File: src/rtl/addsub_serial_pkg.sv
`default_nettype none
// ============================================================================
// Module      : addsub_serial_pkg
// Description : Shared types and constants for the digit-serial adder/
//               subtractor: FSM state encoding, operation codes and a helper
//               that sizes the digit counter.
// Revision    : 1.0 - initial release
// ============================================================================
package addsub_serial_pkg;

    // FSM state encoding.
    typedef enum logic [0:0] {
        ST_IDLE = 1'b0,
        ST_RUN  = 1'b1
    } state_t;

    // Operation codes carried on the 'sub' input.
    localparam logic OP_ADD = 1'b0;
    localparam logic OP_SUB = 1'b1;

    // Digit counter width: max(1, clog2(ndig)).
    function automatic int cnt_width(input int ndig);
        return (ndig > 1) ? $clog2(ndig) : 1;
    endfunction

endpackage : addsub_serial_pkg
`default_nettype wire

File: src/rtl/addsub_serial_digit_adder.sv
`default_nettype none
// ============================================================================
// Module      : full_adder / digit_adder
// Description : full_adder  - single-bit full adder.
//               digit_adder - combinational DIGIT-bit ripple adder built from
//                             full_adder cells.
// Ports       : a, b  - addend bits / digits
//               cin   - carry in
//               s     - sum bit / digit
//               cout  - carry out
// Revision    : 1.0 - initial release
// ============================================================================
module full_adder (
    input  logic a,
    input  logic b,
    input  logic cin,
    output logic s,
    output logic cout
);
    assign s    = a ^ b ^ cin;
    assign cout = (a & b) | (cin & (a ^ b));
endmodule : full_adder

module digit_adder #(
    parameter int DIGIT = 8
) (
    input  logic [DIGIT-1:0] a,
    input  logic [DIGIT-1:0] b,
    input  logic             cin,
    output logic [DIGIT-1:0] s,
    output logic             cout
);
    // w_c[i] is the carry into bit i; w_c[DIGIT] leaves the digit.
    logic [DIGIT:0] w_c;

    assign w_c[0] = cin;

    generate
        for (genvar i = 0; i < DIGIT; i++) begin : g_fa
            full_adder u_fa (
                .a    (a[i]),
                .b    (b[i]),
                .cin  (w_c[i]),
                .s    (s[i]),
                .cout (w_c[i+1])
            );
        end
    endgenerate

    assign cout = w_c[DIGIT];
endmodule : digit_adder
`default_nettype wire

File: src/rtl/addsub_serial.sv
`default_nettype none
// ============================================================================
// Module      : addsub_serial
// Description : Digit-serial adder/subtractor. Adds or subtracts two WIDTH-bit
//               operands DIGIT bits per clock over WIDTH/DIGIT cycles and
//               reports result plus carry, overflow, zero and negative flags.
// Ports       : clk    - clock, all state on rising edge
//               rst    - synchronous active-high reset
//               start  - request, accepted only when busy=0
//               sub    - 0 = A+B, 1 = A-B (sampled with start)
//               a, b   - operands (sampled with start)
//               busy   - operation in progress
//               done   - one-cycle pulse, result/flags updated
//               result - sum/difference, held until next done
//               cout   - final carry out (subtract: 1 = no borrow)
//               ovf    - two's-complement overflow
//               zero   - result == 0
//               neg    - result MSB
// Revision    : 1.0 - initial release
// ============================================================================
module addsub_serial
    import addsub_serial_pkg::*;
#(
    parameter int WIDTH = 32,
    parameter int DIGIT = 8
) (
    input  logic             clk,
    input  logic             rst,
    input  logic             start,
    input  logic             sub,
    input  logic [WIDTH-1:0] a,
    input  logic [WIDTH-1:0] b,
    output logic             busy,
    output logic             done,
    output logic [WIDTH-1:0] result,
    output logic             cout,
    output logic             ovf,
    output logic             zero,
    output logic             neg
);

    // Guarded so an illegal DIGIT reaches the elaboration error below rather
    // than a divide-by-zero.
    localparam int NDIG = (DIGIT > 0) ? (WIDTH / DIGIT) : 1;
    localparam int CW   = cnt_width(NDIG);
    localparam int MSB  = WIDTH - 1;

    generate
        if ((DIGIT < 1) || (DIGIT > WIDTH) ||
            ((WIDTH % ((DIGIT < 1) ? 1 : DIGIT)) != 0)) begin : g_param_err
            $error("addsub_serial: WIDTH must be a non-zero multiple of DIGIT");
        end
    endgenerate

    // ------------------------------------------------------------------------
    // State
    // ------------------------------------------------------------------------
    state_t            r_state_q,  w_state_d;
    logic [WIDTH-1:0]  r_opa_q,    w_opa_d;
    logic [WIDTH-1:0]  r_opb_q,    w_opb_d;
    logic              r_carry_q,  w_carry_d;
    logic [CW-1:0]     r_cnt_q,    w_cnt_d;
    logic [WIDTH-1:0]  r_acc_q,    w_acc_d;
    logic              r_busy_q,   w_busy_d;
    logic              r_done_q,   w_done_d;
    logic [WIDTH-1:0]  r_result_q, w_result_d;
    logic              r_cout_q,   w_cout_d;
    logic              r_ovf_q,    w_ovf_d;
    logic              r_zero_q,   w_zero_d;
    logic              r_neg_q,    w_neg_d;

    // ------------------------------------------------------------------------
    // Current digit slice and its adder
    // ------------------------------------------------------------------------
    int               w_base;
    logic [DIGIT-1:0] w_dig_a;
    logic [DIGIT-1:0] w_dig_b;
    logic [DIGIT-1:0] w_dig_s;
    logic             w_dig_c;
    logic             w_last;

    assign w_base  = int'(r_cnt_q) * DIGIT;
    assign w_dig_a = r_opa_q[w_base +: DIGIT];
    assign w_dig_b = r_opb_q[w_base +: DIGIT];
    assign w_last  = (r_cnt_q == CW'(NDIG - 1));

    digit_adder #(
        .DIGIT (DIGIT)
    ) u_digit_adder (
        .a    (w_dig_a),
        .b    (w_dig_b),
        .cin  (r_carry_q),
        .s    (w_dig_s),
        .cout (w_dig_c)
    );

    // ------------------------------------------------------------------------
    // Next-state logic
    // ------------------------------------------------------------------------
    always_comb begin
        w_state_d  = r_state_q;
        w_opa_d    = r_opa_q;
        w_opb_d    = r_opb_q;
        w_carry_d  = r_carry_q;
        w_cnt_d    = r_cnt_q;
        w_acc_d    = r_acc_q;
        w_busy_d   = r_busy_q;
        w_done_d   = 1'b0;
        w_result_d = r_result_q;
        w_cout_d   = r_cout_q;
        w_ovf_d    = r_ovf_q;
        w_zero_d   = r_zero_q;
        w_neg_d    = r_neg_q;

        case (r_state_q)
            ST_IDLE: begin
                if (start) begin
                    // Subtraction is A + ~B + 1: invert B here and seed the
                    // carry with the operation bit.
                    w_state_d = ST_RUN;
                    w_busy_d  = 1'b1;
                    w_opa_d   = a;
                    w_opb_d   = (sub == OP_SUB) ? ~b : b;
                    w_carry_d = (sub == OP_SUB);
                    w_cnt_d   = '0;
                end
            end

            ST_RUN: begin
                w_acc_d[w_base +: DIGIT] = w_dig_s;
                w_carry_d                = w_dig_c;
                if (w_last) begin
                    w_state_d  = ST_IDLE;
                    w_busy_d   = 1'b0;
                    w_done_d   = 1'b1;
                    w_cnt_d    = '0;
                    // Publish the accumulator including the digit just summed.
                    w_result_d = w_acc_d;
                    w_cout_d   = w_dig_c;
                    // Overflow: operands (B already inverted for subtract)
                    // agree in sign but the result sign differs.
                    w_ovf_d    = (r_opa_q[MSB] == r_opb_q[MSB]) &&
                                 (w_dig_s[DIGIT-1] != r_opa_q[MSB]);
                    w_zero_d   = (w_acc_d == '0);
                    w_neg_d    = w_acc_d[MSB];
                end else begin
                    w_cnt_d = r_cnt_q + 1'b1;
                end
            end
        endcase
    end

    // ------------------------------------------------------------------------
    // Registers
    // ------------------------------------------------------------------------
    always_ff @(posedge clk) begin
        if (rst) begin
            r_state_q  <= ST_IDLE;
            r_opa_q    <= '0;
            r_opb_q    <= '0;
            r_carry_q  <= 1'b0;
            r_cnt_q    <= '0;
            r_acc_q    <= '0;
            r_busy_q   <= 1'b0;
            r_done_q   <= 1'b0;
            r_result_q <= '0;
            r_cout_q   <= 1'b0;
            r_ovf_q    <= 1'b0;
            r_zero_q   <= 1'b0;
            r_neg_q    <= 1'b0;
        end else begin
            r_state_q  <= w_state_d;
            r_opa_q    <= w_opa_d;
            r_opb_q    <= w_opb_d;
            r_carry_q  <= w_carry_d;
            r_cnt_q    <= w_cnt_d;
            r_acc_q    <= w_acc_d;
            r_busy_q   <= w_busy_d;
            r_done_q   <= w_done_d;
            r_result_q <= w_result_d;
            r_cout_q   <= w_cout_d;
            r_ovf_q    <= w_ovf_d;
            r_zero_q   <= w_zero_d;
            r_neg_q    <= w_neg_d;
        end
    end

    assign busy   = r_busy_q;
    assign done   = r_done_q;
    assign result = r_result_q;
    assign cout   = r_cout_q;
    assign ovf    = r_ovf_q;
    assign zero   = r_zero_q;
    assign neg    = r_neg_q;

endmodule : addsub_serial
`default_nettype wire
File: config.mk
export PLATFORM = sky130hd
export DESIGN_NAME = addsub_serial
export DESIGN_NICKNAME = d
export VERILOG_FILES = /design/src/rtl/addsub_serial_pkg.sv /design/src/rtl/addsub_serial_digit_adder.sv /design/src/rtl/addsub_serial.sv
export SDC_FILE = /design/constraint.sdc
export NUM_CORES = 1
export LEC_CHECK = 0
export ABC_AREA = 1
export CORE_ASPECT_RATIO = 0.5
export CORE_MARGIN = 4
export CORE_UTILIZATION = 30
export DETAILED_ROUTE_END_ITERATION = 7
export DONT_BUFFER_PORTS = 1
export PLACE_DENSITY = 0.44
export SYNTH_ARGS = -nofsm -noshare
export SYNTH_HDL_FRONTEND = slang
export SYNTH_SLANG_ARGS = --single-unit
File: constraint.sdc
create_clock -name clk -period 16.2 [get_ports clk]
set_clock_uncertainty 0.1 [all_clocks]
set_input_delay 0.81 -clock clk [delete_from_list [all_inputs] [get_ports clk]]
set_output_delay 0.81 -clock clk [all_outputs]
set_load 0.02 [all_outputs]
**Word-level counts from Yosys, hierarchy flattened**

Cells that the tools add are included.

- Bits of input ports: 68
- Register bits after elaboration: 138

- Bitwise gates (word level): 42
- Reduce and logical (&&, ||, !) cells: 6
- Multiplexer cells: 14
- Equality and inequality tests: 5
- Add/subtract/negate cells: 2
- Shift-type cells: 4

Operators with widths:

| kind | count |
|---|---|
| $shiftx 32x6->8 | 2 |
| $neg 5->33 | 1 |
| $shift 8x33->32 const A | 1 |
| $shiftx 8x33->32 | 1 |
| $bwmux 32 | 1 |
| $logic_not 32->1 | 1 |
| $mux 32 | 1 |
| $not 32->32 | 1 |
| $and 1x1->1 | 16 |
| $xor 1x1->1 | 16 |
| $or 1x1->1 | 8 |
| $mux 1 | 6 |
| $pmux 1 s2 | 3 |
| $reduce_and 2->1 | 3 |
| $mux 2 | 2 |
| $pmux 2 s2 | 1 |
| $add 2x1->2 const B | 1 |
| $eq 2x2->1 const B | 1 |
| $ne 2x1->1 const B | 1 |
| $ne 2x2->1 const B | 1 |
| $reduce_or 2->1 | 1 |
| $eq 1x1->1 | 1 |
| $logic_and 1x1->1 | 1 |
| $ne 1x1->1 | 1 |
| $not 1->1 | 1 |

**Depth between registers and ports, before layout**

Gate-level depths: netlist (run 1).

- Depth after elaboration: 20
- Gate-level depth with buffers: 24
- Mapped depth without buffers: 22

**By module**

From an unflattened synthesis (run 1), not the netlist that was laid out.

- Cells, all modules: 846
- Area total of the unflattened synthesis: 6,339.8 um2

Modules (own cells, without submodules):

| module | times used | area an instance (um2) | cells an instance |
|---|---|---|---|
| addsub_serial | 1 | 6,179.7 | 838 |
| full_adder | 8 | 20.0 | 1 |

**Least setup slack after synthesis (run 1)**

Ideal clock, no wire load.

- Kind: register to register
- Start: register r_cnt_q[1]
- End: register r_zero_q (netlist: zero)
- Stages on the path, launching flop included: 23
- Setup slack: 11,122 ps
- Data arrival time: 4,907 ps
- Path buffers: 2
- Setup time: 70 ps
- Path through: dfxtp_1 > clkbuf_1 > inv_2 > clkbuf_1 > a32o_1 > fa_1 > fa_1 > fa_1 > fa_1 > fa_1 > inv_1 > fa_1 > inv_1 > fa_1 > inv_1 > fa_1 > nand2_1 > nor2_1 > a21boi_0 > nand2_1 > nor2_1 > nand3_1 > o21bai_1

- Cells in the longest elaborated chain, start to end: 20
- Elaborated cells between the ends (all ways): 46
- Those cells by class: add/sub (1); eq/ne (1); shift (4); mux (1); bitwise (37); reduce/logical (2)

RTL lines:

| what | line | RTL |
|---|---|---|
| start, declared | addsub_serial.sv:62 | `logic [CW-1:0] r_cnt_q, w_cnt_d;` |
| start signal, assigned | addsub_serial.sv:176 | `r_cnt_q <= w_cnt_d;` |
| $shiftx 32x6->8 (on tied branches) | addsub_serial.sv:83, addsub_serial.sv:84 |  |
| $xor 1x1->1 | addsub_serial_digit_adder.sv:20, addsub_serial_digit_adder.sv:21 |  |
| $and 1x1->1 | addsub_serial_digit_adder.sv:21 | `assign cout = (a & b) \| (cin & (a ^ b));` |
| $or 1x1->1 | addsub_serial_digit_adder.sv:21 |  |
| $and 1x1->1 | addsub_serial_digit_adder.sv:21 |  |
| $or 1x1->1 | addsub_serial_digit_adder.sv:21 |  |
| $and 1x1->1 | addsub_serial_digit_adder.sv:21 |  |
| $or 1x1->1 | addsub_serial_digit_adder.sv:21 |  |
| [4 not listed] | n/a |  |
| $and 1x1->1 | addsub_serial_digit_adder.sv:21 |  |
| $or 1x1->1 | addsub_serial_digit_adder.sv:21 |  |
| $and 1x1->1 | addsub_serial_digit_adder.sv:21 |  |
| $or 1x1->1 | addsub_serial_digit_adder.sv:21 |  |
| $xor 1x1->1 | addsub_serial_digit_adder.sv:20 | `assign s = a ^ b ^ cin;` |
| $shiftx 8x33->32 | addsub_serial.sv:130 | `w_acc_d[w_base +: DIGIT] = w_dig_s;` |
| $bwmux 32 | addsub_serial.sv:130 |  |
| $logic_not 32->1 | addsub_serial.sv:144 | `w_zero_d = (w_acc_d == '0);` |
| end signal, assigned | addsub_serial.sv:183 | `r_zero_q <= w_zero_d;` |
| end, declared | addsub_serial.sv:69 | `logic r_zero_q, w_zero_d;` |

Several ways; a longest one is shown, not always the timed one.
A chain may end at the register's enable or synchronous reset.

**Worst setup path in the final report (run 1)**

Same ends and word-level chain as after synthesis.

==> results.toml, run 1 <==
[power_and_ir_drop]
p_switching_mw = 0.242
p_total_mw = 0.896
worst_ir_drop_vdd_mv = 0.0500
internal-power_mw = 0.654
power.leakage_nw = 3.02
pwr-share-clk = 0.447
switching_share = 0.270
seq_power_share = 0.414
powerDensity_mw_per_mm2 = 127
comb_power_share = 0.139

[routing]
drc_errors = 0
vias_per_cell = 4.86
wl_per_cell_um = 16.9
postRouteAntennaNets = 0
via_count = 5367
first_iter_violations = 415
dr.pass1.iters = 5
finalWirelength_mm = 18.7

[cells_and_area]
drive_gt1_frac = 0.0481
stdcell_count = 1105
area_delta_synth_final_pct = 11.7
seqCellArea_mm2 = 0.00274
final_common_cell = "nand2_1"
fin_nets = 902
multiInputGateArea_mm2 = 0.00306
layout_common_cells = "nand2_1 (139), dfxtp_1 (136), nor2_1 (121), o21ai_0 (116), inv_1 (72)"
fill_cells = 2198
antenna_cells = 0
fin_util = 0.343

[die]
die_w_um = 213
die_y_um = 111
ioPinCount = 106
rows = 37
die_area_mm2 = 0.0236
start_util = 0.307
core_region_area_mm2 = 0.0206

[timing]
fmax_mhz = 179
holdWs_ns = 0.351
setup_tns_ns = 0
tightest_slew_ns = 0.944
maxSlewViolCount = 0
rsz0062_at_grt = "no"
fin_crit_ns = 5.57
finalSetupViolations = 0
period_share = 0.344
finalHoldViolations = 0
max-slew-margin-rel = 0.370

[grt]
grt_pass1_wl_mm = 30.2
grt_pass1_vias = 5306
grt_usage = 0.163
grt_antenna_before_repair = 1
grt-ovfl-total = 0
grt_max_degree = 99

[synth]
synth_area_per_cell_um2 = 7.41
syn_nets = 935
synth_seq_area_share = 0.434
syn-cell-area_mm2 = 0.00632
async_flop_share = 0
ys.flop_type = "dfxtp_1"
yosysUniqueCellTypes = 34
netlist_instances = 853
synth_seq_cells = 137
synth_edf_count = 0
synth_warnings = 0

[cts]
clk_pin_slew_ns = 0.06
cts_tree = "done"
numCtsBuffers = 17
hold_buffers = 0
clk_path_buf_depth = 2
clk_latency_ns = 0.43
ctsResizeCount = 0
clock-sinks = 137
post_cts_buffers = 0
cts-root-buf = "clkbuf_16"
htreeDepth = 4

[worst_hold_path]
hold_class = "input pin to flop"
hold_path_depth = 1

[status]
status = "finished, final reports clean"

[worst_setup_path]
path_class = "flop to flop"
crit_fanout = 27
worstSetupEndpointType = "flop"
cp.arrival_ns = 5.83
start_kind = "flop"
r2r_cells = 20
cp_data_required_time_ns = 16.46

[placement]
hpwl_mm = 12.9
io_buffers = 0
dp_cells = 1074
place_congestion = 0.817

[run]
max-cap-violations = 0
critical path: stages, from the launching register on:
cell,delay [ns]
dfxtp_1,0.63
inv_2,0.33
a32o_1,0.36
fa_1,0.41
fa_1,0.39
fa_1,0.38
fa_1,0.39
fa_1,0.38
inv_1,0.07
fa_1,0.15
inv_1,0.05
fa_1,0.36
inv_1,0.08
fa_1,0.49
nand2_1,0.13
nor2_1,0.06
a21boi_0,0.33
nand2_1,0.09
nor2_1,0.11
nand3_1,0.08
o21bai_1,0.13
routing by layer:
metal / up-vias / track usage / share of wire
li1: 2725 / - / -
met1: 2512 / 0.230 / 0.50
met2: 111 / 0.237 / 0.43
met3: 17 / 0.0534 / 0.058
met4: 2 / 0.0456 / 0.0084
met5: - / 0 / 0.00059
through the flow:
stage	setup WS [ns]	area (µm²)
after floorplan	11.12	6320
after global placement	10.82	6460
after detailed placement	10.67	6460
after CTS	10.66	7060
after global routing	10.21	7060
final	10.63	7060
Yosys cell counts, types with 2 or more instances:
cell / n / area share
dfxtp_1: 137 / 0.43
inv_1: 72 / 0.043
clkbuf_1: 35 / 0.021
buf_2: 14 / 0.011
o21a_1: 2 / 0.0024
inv_2: 2 / 0.0012
o21ai_0: 116 / 0.092
fa_1: 8 / 0.025
nor2_1: 122 / 0.072
a21boi_1: 6 / 0.0071
o211ai_1: 25 / 0.030
buf_1: 4 / 0.0024
o22ai_1: 4 / 0.0040
xnor2_1: 32 / 0.044
nand3_1: 51 / 0.040
a32o_1: 8 / 0.013
ha_1: 6 / 0.012
a21oi_1: 48 / 0.038
a21boi_0: 2 / 0.0024
buf_4: 3 / 0.0036
nand2_1: 139 / 0.083
clkinv_1: 3 / 0.0018
nand3b_1: 3 / 0.0036
cells by family after synthesis:
group,after synthesis,synth area share
and+or+nand+nor,319,0.204
AOI/OAI and AO/OA,217,0.196
DFF,137,0.434
buffers and inverters,133,0.0835
xor gates and xnor gates,32,0.0443
adders and majority gates,14,0.0372
muxes,1,0.00158
area by class of cell:
| class | count | share of cell area |
|---|---|---|
| Multi-Input combinational cell | 583 | 0.433 |
| Timing Repair Buffer | 4 | 0.00425 |
| Tap cell | 273 | 0.0484 |
| Inverter | 77 | 0.0411 |
| Sequential cell | 137 | 0.389 |
| Clock inverter | 7 | 0.0165 |
| Clock buffer | 24 | 0.0682 |
power by group through the flow:
| stage | Combinational (mW) | Sequential [mW] | Clock, mW |
|---|---|---|---|
| after floorplan | 0.0954 | 0.372 | 0 |
| after global placement | 0.123 | 0.378 | 0 |
| after detailed placement | 0.124 | 0.378 | 0 |
| after CTS | 0.125 | 0.371 | 0.411 |
| after global routing | 0.143 | 0.373 | 0.426 |
| final | 0.124 | 0.371 | 0.401 |
final timing paths:
kind                            startpoint          to  slack, ns
worst max-delay path            r_cnt_q[1]        zero      10.63
worst min-delay path                   rst  r_cnt_q[1]       0.35
worst max register to register  r_cnt_q[1]        zero      10.63
worst min register to register  r_acc_q[6]  r_acc_q[6]       0.38
registers in the layout, summed over array words and instances (netlist names):
name / count
r_acc_q: 32
r_opa_q: 32
r_opb_q: 32
result: 32
r_cnt_q: 2
busy: 1
cout: 1
done: 1
ovf: 1
r_carry_q: 1
r_state_q: 1
zero: 1
(Power assumes the default switching activity.)
==> run 2, diff against run 1 <==
--- a/config.mk
+++ b/config.mk
@@ -5,13 +5,13 @@
 export SDC_FILE = /design/constraint.sdc
 export NUM_CORES = 1
 export LEC_CHECK = 0
-export ABC_AREA = 1
+export ABC_AREA = 0
 export CORE_ASPECT_RATIO = 0.5
 export CORE_MARGIN = 4
 export CORE_UTILIZATION = 30
 export DETAILED_ROUTE_END_ITERATION = 7
 export DONT_BUFFER_PORTS = 1
-export PLACE_DENSITY = 0.44
+export PLACE_DENSITY = 0.45
 export SYNTH_ARGS = -nofsm -noshare
 export SYNTH_HDL_FRONTEND = slang
 export SYNTH_SLANG_ARGS = --single-unit
==> constraint.sdc (replaced) <==
create_clock -name clk -period 5 [get_ports clk]
set_clock_uncertainty 0.1 [all_clocks]
set_input_delay 0.25 -clock clk [delete_from_list [all_inputs] [get_ports clk]]
set_output_delay 0.25 -clock clk [all_outputs]
set_load 0.02 [all_outputs]
==> run 2 against run 1 <==
  * Final cell count fell by 5.2%
  * Clock power increased to 3.5 times the previous value
  * Total power grew to 3.4 times the previous value
  * Routed wire length down 1.3%
  * Flip-flop and latch count unchanged
  * Sequential power rose to 3.2 times the previous value
  * Largest cell class unchanged
==> results.toml, run 2 <==
[status]
status = "finished, final reports clean"

[die]
die_w_um = 211
die_area_mm2 = 0.0230
ioPinCount = 106
die_y_um = 109
start_util = 0.311
rows = 36
core_region_area_mm2 = 0.0198

[synth]
synth_warnings = 0
netlist_instances = 708
syn-cell-area_mm2 = 0.00615
ys.flop_type = "dfxtp_1"
yosysMostFrequentCell = "dfxtp_1"
netlist.area_leader.share = 0.446
synthTopCellsByCount = "dfxtp_1 (137), nor2_1 (129), nand2_1 (75), a211oi_1 (74), a21oi_1 (69)"
synth_edf_count = 0
synth_top_area_cell = "dfxtp_1"
synthTopCellsByArea = "dfxtp_1 (45%), a211oi_1 (9.0%), nor2_1 (7.9%), mux4_2 (5.9%), a21oi_1 (5.6%)"
yosysUniqueCellTypes = 45
async_flop_share = 0
synth_area_per_cell_um2 = 8.69
synth_seq_area_share = 0.446
synth_seq_cells = 137
syn_nets = 790

[grt]
grt_usage = 0.164
grt_antenna_before_repair = 0
grt-ovfl-total = 0
grt_pass1_wl_mm = 29.4
grt_max_degree = 136
grt_pass1_vias = 5271

[worst_setup_path]
r2r_cells = 17
r2r_slack_ns = 0.16
worstSetupEndpointType = "flop"
cp_data_required_time_ns = 5.26
r2r_start = "r_cnt_q[0]"
r2r-end = "zero"
endpoint = "zero"
crit_fanout = 4
path_class = "flop to flop"
crit_start = "r_cnt_q[0]"
start_kind = "flop"
cp.arrival_ns = 5.10

[placement]
io_buffers = 0
place_congestion = 0.815
dpl_cell_area_mm2 = 0.00633
hpwl_mm = 12.4

[cells_and_area]
final_area_mm2 = 0.00795
drive_gt1_frac = 0.0895
antenna_cells = 0
layout_common_cells = "dfxtp_1 (136), nor2_1 (129), dlygate4sd3_1 (93), nand2_1 (75), a211oi_1 (74)"
fill_cells = 2018
final_common_cell = "dfxtp_1"
fin_util = 0.401
multiInputGateArea_mm2 = 0.00309
area_delta_synth_final_pct = 29.2
seqCellArea_mm2 = 0.00274
fin_nets = 851

[power_and_ir_drop]
power.leakage_nw = 2.73
worst_ir_drop_vdd_mv = 0.196
powerDensity_mw_per_mm2 = 379
p_total_mw = 3.01

[cts]
htreeDepth = 4
cts_tree = "done"
clk_pin_slew_ns = 0.06
clk_path_buf_depth = 2
clock-sinks = 137
numCtsBuffers = 17
cts-root-buf = "clkbuf_16"
clk_latency_ns = 0.42

[timing]
period_share = 0.968
fmax_mhz = 207
rsz0062_at_grt = "no"
finalHoldViolations = 0
fin_crit_ns = 4.84
max-slew-margin-rel = 0.195
tightest_slew_ns = 1.21
finalSetupViolations = 0
maxSlewViolCount = 0

[routing]
wl_per_cell_um = 17.6
dr.pass1.iters = 5
vias_per_cell = 4.95
via_count = 5191
first_iter_violations = 347
postRouteAntennaNets = 0
finalWirelength_mm = 18.4
drc_errors = 0

[worst_hold_path]
hold_class = "input pin to flop"
hold_path_depth = 4

[run]
max-cap-violations = 0
[run 2: layout make-up]
cell class	instances	area share
sequential	137	0.345
multi-input combinational	484	0.389
clock inverter	11	0.0242
inverter	26	0.0123
timing repair buffer	103	0.129
tap	266	0.0418
clock buffer	21	0.0591
[run 2: power breakdown]
| part | total (mW) | switching, mW | internal, mW |
|---|---|---|---|
| sequential | 1.18 | 0.0382 | 1.14 |
| clock | 1.41 | 0.489 | 0.925 |
| combinational | 0.418 | 0.227 | 0.191 |
[run 2: per-stage QoR]
step	std cells	TNS [ns]	setup slack, ns	hold slack, ns
global route	1048	0	0.0272	0.0220
global placement	922	0	0.226	0.241
floorplan	708	-0.0226	-0.0226	0.260
CTS	1048	0	0.126	0.000128
detailed placement	922	0	0.133	0.244
finish	1048	0	0.158	0.0268
[run 2: per-layer routing]
| layer | global-route usage | vias to the layer above | wire [µm] |
|---|---|---|---|
| met1 | 0.231 | 2464 | 9140 |
| met2 | 0.257 | 114 | 8250 |
| li1 | - | 2601 | - |
| met5 | 0 | - | 0 |
| met4 | 0.0347 | 0 | 142 |
| met3 | 0.0405 | 12 | 902 |
[run 2: critical path, stage by stage (launching register included)]
cell       delay, ns
dfxtp_2         0.34
mux4_2          0.33
inv_1           0.06
fa_2            0.36
fa_2            0.37
fa_2            0.35
fa_2            0.34
fa_1            0.36
inv_1           0.08
fa_1            0.17
inv_1           0.05
fa_1            0.35
inv_1           0.08
fa_1            0.42
and4bb_2        0.35
a31oi_1         0.09
a2111oi_1       0.37
a32o_1          0.22
[run 2: how the worst min path moves through the flow]
stage,startpoint,to,slack (ns)
finish,sub,r_carry_q,0.03
global route,sub,r_opb_q[8],0.02
CTS,sub,r_opb_q[8],0.0001
detailed placement,rst,r_opa_q[31],0.24
global placement,rst,r_opb_q[27],0.24
floorplan,start,r_state_q,0.26
[run 2: repair_timing]
action | CTS | global route
endpoints found under the hold margin | 136 | 0
setup buffers | 0 | 0
gates resized for setup | 0 | 1
endpoints found under the setup margin | 0 | 1
hold buffers | 94 | 0
[run 2: cells by family after synthesis]
| kind of cell | Yosys count | share of synthesized area |
|---|---|---|
| compound gates | 175 | 0.188 |
| xor+xnor | 32 | 0.0455 |
| fa+ha+maj | 14 | 0.0382 |
| buf+inv | 87 | 0.0555 |
| flops | 137 | 0.446 |
| mux | 17 | 0.0602 |
| simple gates | 246 | 0.166 |
